$ cat config.mk
export PLATFORM = sky130hd
export DESIGN_NAME = main_controller_flat
export DESIGN_NICKNAME = d
export VERILOG_FILES = /design/src/rtl/main_controller_if.sv /design/src/rtl/main_controller.sv /design/src/flat_wrapper.sv
export SDC_FILE = /design/constraint.sdc
export NUM_CORES = 1
export LEC_CHECK = 0
export CORE_AREA = 2 2 53 55
export CTS_CLUSTER_DIAMETER = 120
export DETAILED_ROUTE_END_ITERATION = 6
export DIE_AREA = 0 0 55 57
export GPL_TIMING_DRIVEN = 0
export PLACE_DENSITY = 0.67
export REMOVE_ABC_BUFFERS = 1
export SYNTH_ARGS = -nofsm -noshare
export SYNTH_HDL_FRONTEND = slang
export SYNTH_SLANG_ARGS = --single-unit
$ cat constraint.sdc
create_clock -name clk -period 1.26 [get_ports clk]
set_input_delay 0.189 -clock clk [delete_from_list [all_inputs] [get_ports clk]]
set_output_delay 0.189 -clock clk [all_outputs]
set_load 0.02 [all_outputs]
$ cat src/rtl/main_controller_if.sv
// Handshake/control bundle between the multicycle MIPS control FSM and its datapath/memory.
interface main_controller_if;
    logic [5:0] opcode;
    logic       zero;
    logic       mem_ready;
    logic       pc_write;
    logic       i_or_d;
    logic       mem_read;
    logic       mem_write;
    logic       ir_write;
    logic       reg_dst;
    logic       mem_to_reg;
    logic       reg_write;
    logic       alu_src_a;
    logic [1:0] alu_src_b;
    logic [1:0] pc_src;
    logic [1:0] alu_ctrl;
    logic       bus_error;
    logic [3:0] state;

    modport master (
        input  opcode, zero, mem_ready,
        output pc_write, i_or_d, mem_read, mem_write, ir_write, reg_dst, mem_to_reg,
               reg_write, alu_src_a, alu_src_b, pc_src, alu_ctrl, bus_error, state
    );

    modport slave (
        output opcode, zero, mem_ready,
        input  pc_write, i_or_d, mem_read, mem_write, ir_write, reg_dst, mem_to_reg,
               reg_write, alu_src_a, alu_src_b, pc_src, alu_ctrl, bus_error, state
    );
endinterface

$ cat src/rtl/main_controller.sv
// Multicycle MIPS control FSM: per-state datapath controls, alu_ctrl class, and a
// mem_ready wait counter that aborts a stalled access back to FETCH with bus_error.
//
// state     | meaning
// FETCH     | read instruction at PC, PC+4; wait for mem_ready
// DECODE    | register read, branch target into ALUOut
// MEM_ADDR  | effective address A + sign-ext imm
// MEM_RD    | data read at ALUOut; wait for mem_ready
// MEM_WB    | MDR -> rt
// MEM_WR    | data write at ALUOut; wait for mem_ready
// R_EXEC    | A op B
// R_WB      | ALUOut -> rd
// BRANCH    | compare A,B; PC <- ALUOut if zero
// JUMP      | PC <- jump target
// ADDI_EXEC | A + sign-ext imm
// ADDI_WB   | ALUOut -> rt
module main_controller #(
    parameter int unsigned TIMEOUT_CYCLES = 255
) (
    input  logic              clk,
    input  logic              rst,
    main_controller_if.master bus
);

    typedef enum logic [3:0] {
        S_FETCH     = 4'd0,
        S_DECODE    = 4'd1,
        S_MEM_ADDR  = 4'd2,
        S_MEM_RD    = 4'd3,
        S_MEM_WB    = 4'd4,
        S_MEM_WR    = 4'd5,
        S_R_EXEC    = 4'd6,
        S_R_WB      = 4'd7,
        S_BRANCH    = 4'd8,
        S_JUMP      = 4'd9,
        S_ADDI_EXEC = 4'd10,
        S_ADDI_WB   = 4'd11
    } state_t;

    localparam logic [5:0] OP_R    = 6'b000000;
    localparam logic [5:0] OP_LW   = 6'b100011;
    localparam logic [5:0] OP_SW   = 6'b101011;
    localparam logic [5:0] OP_BEQ  = 6'b000100;
    localparam logic [5:0] OP_J    = 6'b000010;
    localparam logic [5:0] OP_ADDI = 6'b001000;

    localparam logic [1:0] ALU_CTRL_MTYPE = 2'd0;
    localparam logic [1:0] ALU_CTRL_BTYPE = 2'd1;
    localparam logic [1:0] ALU_CTRL_RTYPE = 2'd2;
    localparam logic [1:0] ALU_CTRL_JTYPE = 2'd3;

    localparam logic [7:0] TO_LAST = 8'(TIMEOUT_CYCLES - 1);

    state_t     r_state;
    state_t     w_next;
    logic [7:0] r_wait_cnt;
    logic       r_is_lw;
    logic       w_wait_state;
    logic       w_timeout;

    assign w_wait_state = (r_state == S_FETCH) || (r_state == S_MEM_RD) || (r_state == S_MEM_WR);
    assign w_timeout    = w_wait_state && !bus.mem_ready && (r_wait_cnt == TO_LAST);

    always_comb begin
        w_next = S_FETCH;
        case (r_state)
            S_FETCH:     w_next = bus.mem_ready ? S_DECODE : S_FETCH;
            S_DECODE: begin
                case (bus.opcode)
                    OP_LW, OP_SW: w_next = S_MEM_ADDR;
                    OP_R:         w_next = S_R_EXEC;
                    OP_BEQ:       w_next = S_BRANCH;
                    OP_J:         w_next = S_JUMP;
                    OP_ADDI:      w_next = S_ADDI_EXEC;
                    default:      w_next = S_FETCH;
                endcase
            end
            S_MEM_ADDR:  w_next = r_is_lw ? S_MEM_RD : S_MEM_WR;
            S_MEM_RD:    w_next = bus.mem_ready ? S_MEM_WB : (w_timeout ? S_FETCH : S_MEM_RD);
            S_MEM_WR:    w_next = (bus.mem_ready || w_timeout) ? S_FETCH : S_MEM_WR;
            S_R_EXEC:    w_next = S_R_WB;
            S_ADDI_EXEC: w_next = S_ADDI_WB;
            default:     w_next = S_FETCH;
        endcase
    end

    // Counter restarts on any state change, completion or abort, so it only counts
    // consecutive stalled cycles of one access.
    always_ff @(posedge clk) begin
        if (rst) begin
            r_state    <= S_FETCH;
            r_wait_cnt <= 8'd0;
            r_is_lw    <= 1'b0;
        end else begin
            r_state <= w_next;
            if (!w_wait_state || bus.mem_ready || w_timeout || (w_next != r_state)) begin
                r_wait_cnt <= 8'd0;
            end else begin
                r_wait_cnt <= r_wait_cnt + 8'd1;
            end
            if (r_state == S_DECODE) begin
                r_is_lw <= (bus.opcode == OP_LW);
            end
        end
    end

    always_comb begin
        bus.pc_write   = 1'b0;
        bus.i_or_d     = 1'b0;
        bus.mem_read   = 1'b0;
        bus.mem_write  = 1'b0;
        bus.ir_write   = 1'b0;
        bus.reg_dst    = 1'b0;
        bus.mem_to_reg = 1'b0;
        bus.reg_write  = 1'b0;
        bus.alu_src_a  = 1'b0;
        bus.alu_src_b  = 2'd0;
        bus.pc_src     = 2'd0;
        bus.alu_ctrl   = ALU_CTRL_JTYPE;
        case (r_state)
            S_FETCH: begin
                bus.mem_read  = 1'b1;
                bus.alu_src_b = 2'd1;
                bus.alu_ctrl  = ALU_CTRL_MTYPE;
                bus.ir_write  = bus.mem_ready;
                bus.pc_write  = bus.mem_ready;
            end
            S_DECODE: begin
                bus.alu_src_b = 2'd3;
                bus.alu_ctrl  = ALU_CTRL_MTYPE;
            end
            S_MEM_ADDR, S_ADDI_EXEC: begin
                bus.alu_src_a = 1'b1;
                bus.alu_src_b = 2'd2;
                bus.alu_ctrl  = ALU_CTRL_MTYPE;
            end
            S_MEM_RD: begin
                bus.i_or_d   = 1'b1;
                bus.mem_read = 1'b1;
            end
            S_MEM_WB: begin
                bus.mem_to_reg = 1'b1;
                bus.reg_write  = 1'b1;
            end
            S_MEM_WR: begin
                bus.i_or_d    = 1'b1;
                bus.mem_write = 1'b1;
            end
            S_R_EXEC: begin
                bus.alu_src_a = 1'b1;
                bus.alu_ctrl  = ALU_CTRL_RTYPE;
            end
            S_R_WB: begin
                bus.reg_dst   = 1'b1;
                bus.reg_write = 1'b1;
            end
            S_BRANCH: begin
                bus.alu_src_a = 1'b1;
                bus.alu_ctrl  = ALU_CTRL_BTYPE;
                bus.pc_src    = 2'd1;
                bus.pc_write  = bus.zero;
            end
            S_JUMP: begin
                bus.pc_src   = 2'd2;
                bus.pc_write = 1'b1;
            end
            S_ADDI_WB: begin
                bus.reg_write = 1'b1;
            end
            default: ;
        endcase
        // Reset must never let a strobe or enable reach the datapath.
        if (rst) begin
            bus.pc_write  = 1'b0;
            bus.mem_read  = 1'b0;
            bus.mem_write = 1'b0;
            bus.ir_write  = 1'b0;
            bus.reg_write = 1'b0;
        end
    end

    assign bus.bus_error = w_timeout && !rst;
    assign bus.state     = r_state;

endmodule

$ cat src/flat_wrapper.sv
// flat-port wrapper written by rule: the top's interface ports become plain ports
module main_controller_flat 
#(
    parameter int unsigned TIMEOUT_CYCLES = 255
)
  (clk, rst, bus_opcode, bus_zero, bus_mem_ready, bus_pc_write, bus_i_or_d, bus_mem_read, bus_mem_write, bus_ir_write, bus_reg_dst, bus_mem_to_reg, bus_reg_write, bus_alu_src_a, bus_alu_src_b, bus_pc_src, bus_alu_ctrl, bus_bus_error, bus_state);
  main_controller_if bus_i ();
  input  logic clk;
  input  logic rst;
  input wire logic [$bits(bus_i.opcode)-1:0] bus_opcode;
  input wire logic [$bits(bus_i.zero)-1:0] bus_zero;
  input wire logic [$bits(bus_i.mem_ready)-1:0] bus_mem_ready;
  output wire logic [$bits(bus_i.pc_write)-1:0] bus_pc_write;
  output wire logic [$bits(bus_i.i_or_d)-1:0] bus_i_or_d;
  output wire logic [$bits(bus_i.mem_read)-1:0] bus_mem_read;
  output wire logic [$bits(bus_i.mem_write)-1:0] bus_mem_write;
  output wire logic [$bits(bus_i.ir_write)-1:0] bus_ir_write;
  output wire logic [$bits(bus_i.reg_dst)-1:0] bus_reg_dst;
  output wire logic [$bits(bus_i.mem_to_reg)-1:0] bus_mem_to_reg;
  output wire logic [$bits(bus_i.reg_write)-1:0] bus_reg_write;
  output wire logic [$bits(bus_i.alu_src_a)-1:0] bus_alu_src_a;
  output wire logic [$bits(bus_i.alu_src_b)-1:0] bus_alu_src_b;
  output wire logic [$bits(bus_i.pc_src)-1:0] bus_pc_src;
  output wire logic [$bits(bus_i.alu_ctrl)-1:0] bus_alu_ctrl;
  output wire logic [$bits(bus_i.bus_error)-1:0] bus_bus_error;
  output wire logic [$bits(bus_i.state)-1:0] bus_state;
  assign bus_i.opcode = bus_opcode;
  assign bus_i.zero = bus_zero;
  assign bus_i.mem_ready = bus_mem_ready;
  assign bus_pc_write = bus_i.pc_write;
  assign bus_i_or_d = bus_i.i_or_d;
  assign bus_mem_read = bus_i.mem_read;
  assign bus_mem_write = bus_i.mem_write;
  assign bus_ir_write = bus_i.ir_write;
  assign bus_reg_dst = bus_i.reg_dst;
  assign bus_mem_to_reg = bus_i.mem_to_reg;
  assign bus_reg_write = bus_i.reg_write;
  assign bus_alu_src_a = bus_i.alu_src_a;
  assign bus_alu_src_b = bus_i.alu_src_b;
  assign bus_pc_src = bus_i.pc_src;
  assign bus_alu_ctrl = bus_i.alu_ctrl;
  assign bus_bus_error = bus_i.bus_error;
  assign bus_state = bus_i.state;
  main_controller #(.TIMEOUT_CYCLES(TIMEOUT_CYCLES)) u_core (.clk(clk), .rst(rst), .bus(bus_i));
endmodule
# Word-level counts from Yosys, hierarchy flattened
# Index checks and enable logic that the tools add are counted.
[word_totals] ff_bits=13 input_bits=10 wordCells=68
[op_classes] n_addsub=1 n_eq_ne=18 n_mux=24 n_reduce_logical=22
[op_table] cell="case mux 4 bit (7 select lines)" count=1
[op_table] cell="case mux 4 bit (5 select lines)" count=1
[op_table] cell="equality test 4 x 3 -> 1 bit, second input constant" count=4
[op_table] cell="equality test 4 bit, second input constant" count=4
[op_table] cell="2-to-1 mux 1 bit" count=14
[op_table] cell="equality test 6 bit, second input constant" count=2
[op_table] cell="case mux 2 bit (3 select lines)" count=2
[op_table] cell="OR reduction 2 bit" count=5
[op_table] cell="adder 8 x 1 -> 8 bit, second input constant" count=1
[op_table] cell="equality test 4 x 2 -> 1 bit, second input constant" count=2
[op_table] cell="equality test 8 bit, second input constant" count=1
[op_table] cell="OR reduction 4 bit" count=2
[op_table] cell="equality test 6 x 2 -> 1 bit, second input constant" count=1
[op_table] cell="equality test 6 x 3 -> 1 bit, second input constant" count=1
[op_table] cell="equality test 6 x 4 -> 1 bit, second input constant" count=1
[op_table] cell="zero test 6 bit" count=1
[op_table] cell="logical OR 1 bit" count=6
[op_table] cell="2-to-1 mux 3 bit" count=2
[op_table] cell="equality test 4 x 1 -> 1 bit, second input constant" count=1
[op_table] cell="zero test 4 bit" count=1
[op_table] cell="2-to-1 mux 4 bit" count=1
[op_table] cell="inequality test 4 bit" count=1
[op_table] cell="case mux 2 bit (2 select lines)" count=1
[op_table] cell="logical AND 1 bit" count=3
[op_table] cell="4 further kinds" count=6

# Logic depth before layout (Yosys ltp)
[logic_depth] depth_word=11 mapped_depth=6 mapped_depth_nobuf=5

# Worst setup path after synthesis
# OpenSTA, ideal clock, no wires.
[synth_path] kind="flip-flop to output port" from="register u_core.r_state[3], in the netlist u_core.bus.state[3]" to="output bus_pc_write" t_arrival_ns=1.653 required_ns=1.071 slack_ns=-0.582 stages_incl_launch_ff=5 path_buffers=1 path_cell_list="dfxtp_1 clkbuf_1 o21ai_0 o31a_1 nor4_1"
[synth_via] elab_chain_len=3 elab_cells_between_ends=5 cone_classes="eq/ne (2); mux (2); reduce/logical (1)"
[synth_rtl] item="start, declared" line="main_controller.sv:54" text="state_t r_state;"
[synth_rtl] item="start signal, assigned" line="main_controller.sv:95" text="r_state <= w_next;"
[synth_rtl] item="equality test 4 bit or zero test 4 bit (tied branches)" line="main_controller.sv:120" text="case (r_state)"
[synth_rtl] item="case mux 1 bit (3 select lines) *" line="main_controller.sv:120"
[synth_rtl] item="2-to-1 mux 1 bit *" line="main_controller.sv:173" text="if (rst) begin"
[synth_rtl] item="end, declared" line="flat_wrapper.sv:13" text="output wire logic [$bits(bus_i.pc_write)-1:0] bus_pc_write;"
# Mark *: on every way between the ends. The rest lies on a longest branch, timed or not.

# Final worst setup path
[layout_path] from="register u_core.r_state[3], in the netlist u_core.bus.state[3]" to="output bus_reg_write"
[layout_via] elab_chain_len=4 elab_cells_between_ends=6 cone_classes="eq/ne (3); mux (2); reduce/logical (1)"
[layout_rtl] item="equality test 4 x 3 -> 1 bit or equality test 4 bit (tied branches)" line="main_controller.sv:120"
[layout_rtl] item="OR reduction 3 bit (no source line) *"
[layout_rtl] item="2-to-1 mux 1 bit *" line="main_controller.sv:120"
[layout_rtl] item="2-to-1 mux 1 bit *" line="main_controller.sv:173"
[layout_rtl] item="end, declared" line="flat_wrapper.sv:20" text="output wire logic [$bits(bus_i.reg_write)-1:0] bus_reg_write;"
# Marked as above.

==> results summary <==
The flow ran to the end, but the final reports show violations. The checks that failed: negative setup slack. After floorplanning, the core was sized to cover 2620 um^2.

The total power density per cell area is 529 nW/um^2. The arrival time at the worst endpoint came out at 1470 ps. The total number of placement rows is 19. The worst register-to-register path begins at u_core.bus.state[3].

The number of max-cap violations is 0. Setup repair after global routing could not meet its margin everywhere. The number of synthesized flops with an enable pin is 0. At the end of the flow the core is filled with cells to 0.649. Across every metal layer, demand over resource in global routing totals 0.200. The post-synthesis register bit count came out at 13. The number of failing hold endpoints at the final stage came to 0. The required arrival time at the worst endpoint came out at 1070 ps. The count of cells along the worst hold path came out at 1. The per-cell routed wire length is 15.0 um. The via count of the first global-routing pass came out at 1033.

During placement, the flow inserted port buffers numbering 29. Yosys attributes the largest share of cell area to dfxtp_1 (29%), nor2_1 (8.8%), xor2_1 (4.9%), nand2_1 (4.2%), nand2b_1 (4.2%). The setup path with the least slack is of type reg2out. The final cell count without fillers is 208. The sink of the worst hold path is u_core.r_wait_cnt[0]. For the final routed database, the setup TNS stands at -6200 ps. The via density per instance came out at 5.35. The Yosys step of the flow raised 0 warnings.

In this run the number of H-tree levels came out at 1. In this run the clock root is driven by a clkbuf_4. For the pin with the worst max-slew slack, the measured transition is 519 ps. The maximum root-to-sink buffer count came out at 2. The die is 57 um tall. The wire length of the first global-routing pass is 4700 um. In the post-route analysis, the smallest setup slack over all paths is -398 ps.

The starting DRC count in detailed routing is 20. The clock tree from TritonCTS is yes. The portion of the post-synthesis area used by sequential elements came out at 0.291.

At the later pin of the worst-skew pair, clock insertion delay measures 280 ps. The total I/O pin count is 30. The cell taking the most area after synthesis is dfxtp_1.

The max-slew violation total from the final report came out at 0. The standby leakage power came out at 0.668 nW. The count of nets left with antenna violations once routing finished came out at 0.

Setup violations remaining at the end of the flow were counted as 29. The mapped netlist covers 896 um^2. The synthesized area per cell is 7.40 um^2. The post-synthesis simple-gate area fraction is 0.404. In the finished design, the share of the clock period the worst path needs comes to 1.32. The total length of routed wires is 3110 um. For this design, the slowest cell found on the critical path is dfxtp_4. The post-route minimum period came out at 1660 ps. The number of clock sinks came out at 13. From left edge to right edge, the die measures 55 um. The maximum fanout count along the critical path came out at 8. Static timing analysis puts the maximum clock frequency at 603 MHz. The die covers 3140 um^2. The worst hold path begins at u_core.r_wait_cnt[0]. The depth of the worst register-to-register path came out at 6. The highest cell delay on the worst timing path is 430 ps.

The adder-cell share of the synthesized area is 0.0279. The largest family of logic cells by synthesized area is simple AND/OR/NAND/NOR gates. The initial cell density of the core came out at 0.343. In the routed design, unresolved DRC markers number 0. The fraction of synthesized cell area in xor and xnor cells came out at 0.0880. The worst hold margin is 447 ps.

The worst setup path is captured at a primary output. In this run, distinct cell masters in the synthesized netlist total 35. The layout cell share with drive strength beyond 1 came out at 0.503. The worst-case register-to-register setup slack is -370 ps. The overflow left after global routing is 0. The total power of the final layout is 0.899 mW. The relative area change from synthesis to final layout came out at 89.5%. In this run the critical register-to-register path is captured at u_core.bus.state[1]. The tightest slew margin relative to the limit is 0.649.

Clock-pin slew was measured on the worst setup and hold paths at 80 ps. Routability-driven placement finished with a final weighted congestion of 0.719. The pre-antenna-repair detailed-routing pass consisted of 4 iterations. The worst hold path belongs to the class reg2reg. Across all layers, the routed design uses 1112 vias.

The commonest register cell after synthesis is dfxtp_1. Including well taps, the total number of placed cells is 174. The clock skew after layout is 5.40 ps. Measured against the total synthesized area, the mux share comes to 0. The synthesized netlist cell count came out at 121.

The final antenna diode count came out at 0. The post-synthesis compound-gate area fraction is 0.137. Entering global routing, the biggest net connects 11 pins. Buffers inserted during clock tree synthesis total 3. For this run, asynchronously set or reset flops after synthesis account for 0.

Across the VDD grid, the largest voltage drop is 0.608 mV. The signal on the critical path passes through buf_12 > nand2b_4 > o22a_1 > nor2_2 > buf_6. The worst setup path is launched from a register. The number of inserted filler cells in the final layout came out at 206. The post-detailed-placement half-perimeter wirelength is 1610 um.

The net total in the final layout came out at 190. The initial antenna violation count is 0. Of the post-synthesis cell area, the dominant cell type holds 0.291.
state kept, by name, indices dropped and copies added, names as in the netlist:
register	flops
u_core.r_is_lw	1
u_core.r_wait_cnt	8
u_core.bus.state	4
power breakdown:
group | internal (mW) | total [mW] | switching [mW]
clock network | 0.118 | 0.257 | 0.139
registers | 0.410 | 0.420 | 0.0101
logic | 0.112 | 0.221 | 0.109
through the flow:
step	area, um^2	setup slack (ps)
floorplan	860	-555
global placement	1190	-957
detailed placement	1190	-1070
CTS	1510	-419
global route	1700	-439
finish	1700	-398
cell families (layout without fill, tap and decap cells):
family / count (synthesis) / in the layout
AO/OA/AOI/OAI: 20 / 20
XOR/XNOR: 9 / 9
adder cells (fa/ha/maj): 2 / 2
buffers and inverters: 10 / 66
flip-flops: 13 / 13
AND/OR/NAND/NOR: 67 / 67
placed cells by master (no fill, tap or decap), drive strengths merged:
cell type / synthesis / layout
o21ai: 5 / 5
nor3b: 2 / 2
clkdlybuf4s50: 0 / 7
o21a: 1 / 1
nor4b: 1 / 1
dlygate4sd2: 0 / 3
o22a: 2 / 2
nor2: 21 / 21
and3: 1 / 1
clkinv: 0 / 1
xnor2: 4 / 4
nand4: 1 / 1
nand2b: 6 / 6
or3b: 1 / 1
nor3: 8 / 8
nand4bb: 1 / 1
dfxtp: 13 / 13
ha: 2 / 2
nor4: 5 / 5
nand3: 4 / 4
o22ai: 1 / 1
a21oi: 5 / 5
inv: 3 / 3
clkbuf: 4 / 3
nor2b: 2 / 2
and4: 1 / 1
or3: 1 / 1
nand3b: 1 / 1
o31a: 1 / 1
or4b: 1 / 1
a22oi: 1 / 1
buf: 3 / 49
xor2: 5 / 5
nand2: 10 / 10
a31oi: 4 / 4
worst max-delay path, delay by kind of cell (launching register included):
family / cells / cell delay (ps)
flops: 1 / 430
buf+inv: 2 / 280
compound gates: 1 / 250
simple gates: 2 / 230
metal layers:
metal / GRT usage / routed length, um / up-vias
met3: 0.0419 / 136 / 6
met4: 0.0488 / 80 / 0
met1: 0.246 / 1250 / 528
met5: 0 / 0 / -
met2: 0.347 / 1650 / 40
li1: - / - / 538
area by class of cell:
cell class	instances	area (um^2)	area share
Clock inverter	1	5.00	0.00295
Inverter	3	11.3	0.00663
Tap cell	31	38.8	0.0228
Timing Repair Buffer	59	578	0.340
Multi-Input combinational cell	98	766	0.451
Sequential cell	13	277	0.163
Clock buffer	3	22.5	0.0133
what timing repair did:
item,4_1_cts,5_1_grt
buffers inserted,21,9
gates cloned,0,0
endpoints found under the setup margin,33,31
gates resized for setup,142,36
hold buffers,0,0
pin swaps,12,14
worst max-delay path by stage:
stage / to / start / depth (start not counted) / slack [ps]
2_1_floorplan: bus_pc_write / u_core.bus.state[0] / 3 / -550
3_3_place_gp: bus_ir_write / rst / 4 / -960
3_5_place_dp: bus_ir_write / rst / 4 / -1070
4_1_cts: bus_ir_write / u_core.bus.state[2] / 3 / -420
5_1_grt: bus_pc_write / u_core.bus.state[0] / 4 / -440
6_report: bus_reg_write / u_core.bus.state[3] / 5 / -400
Yosys cell counts, drive strengths merged (5+ instances only):
master,instances
nor2,21
nand2b,6
a21oi,5
nand2,10
o21ai,5
nor4,5
nor3,8
xor2,5
dfxtp,13
(Power assumes the default switching activity.)
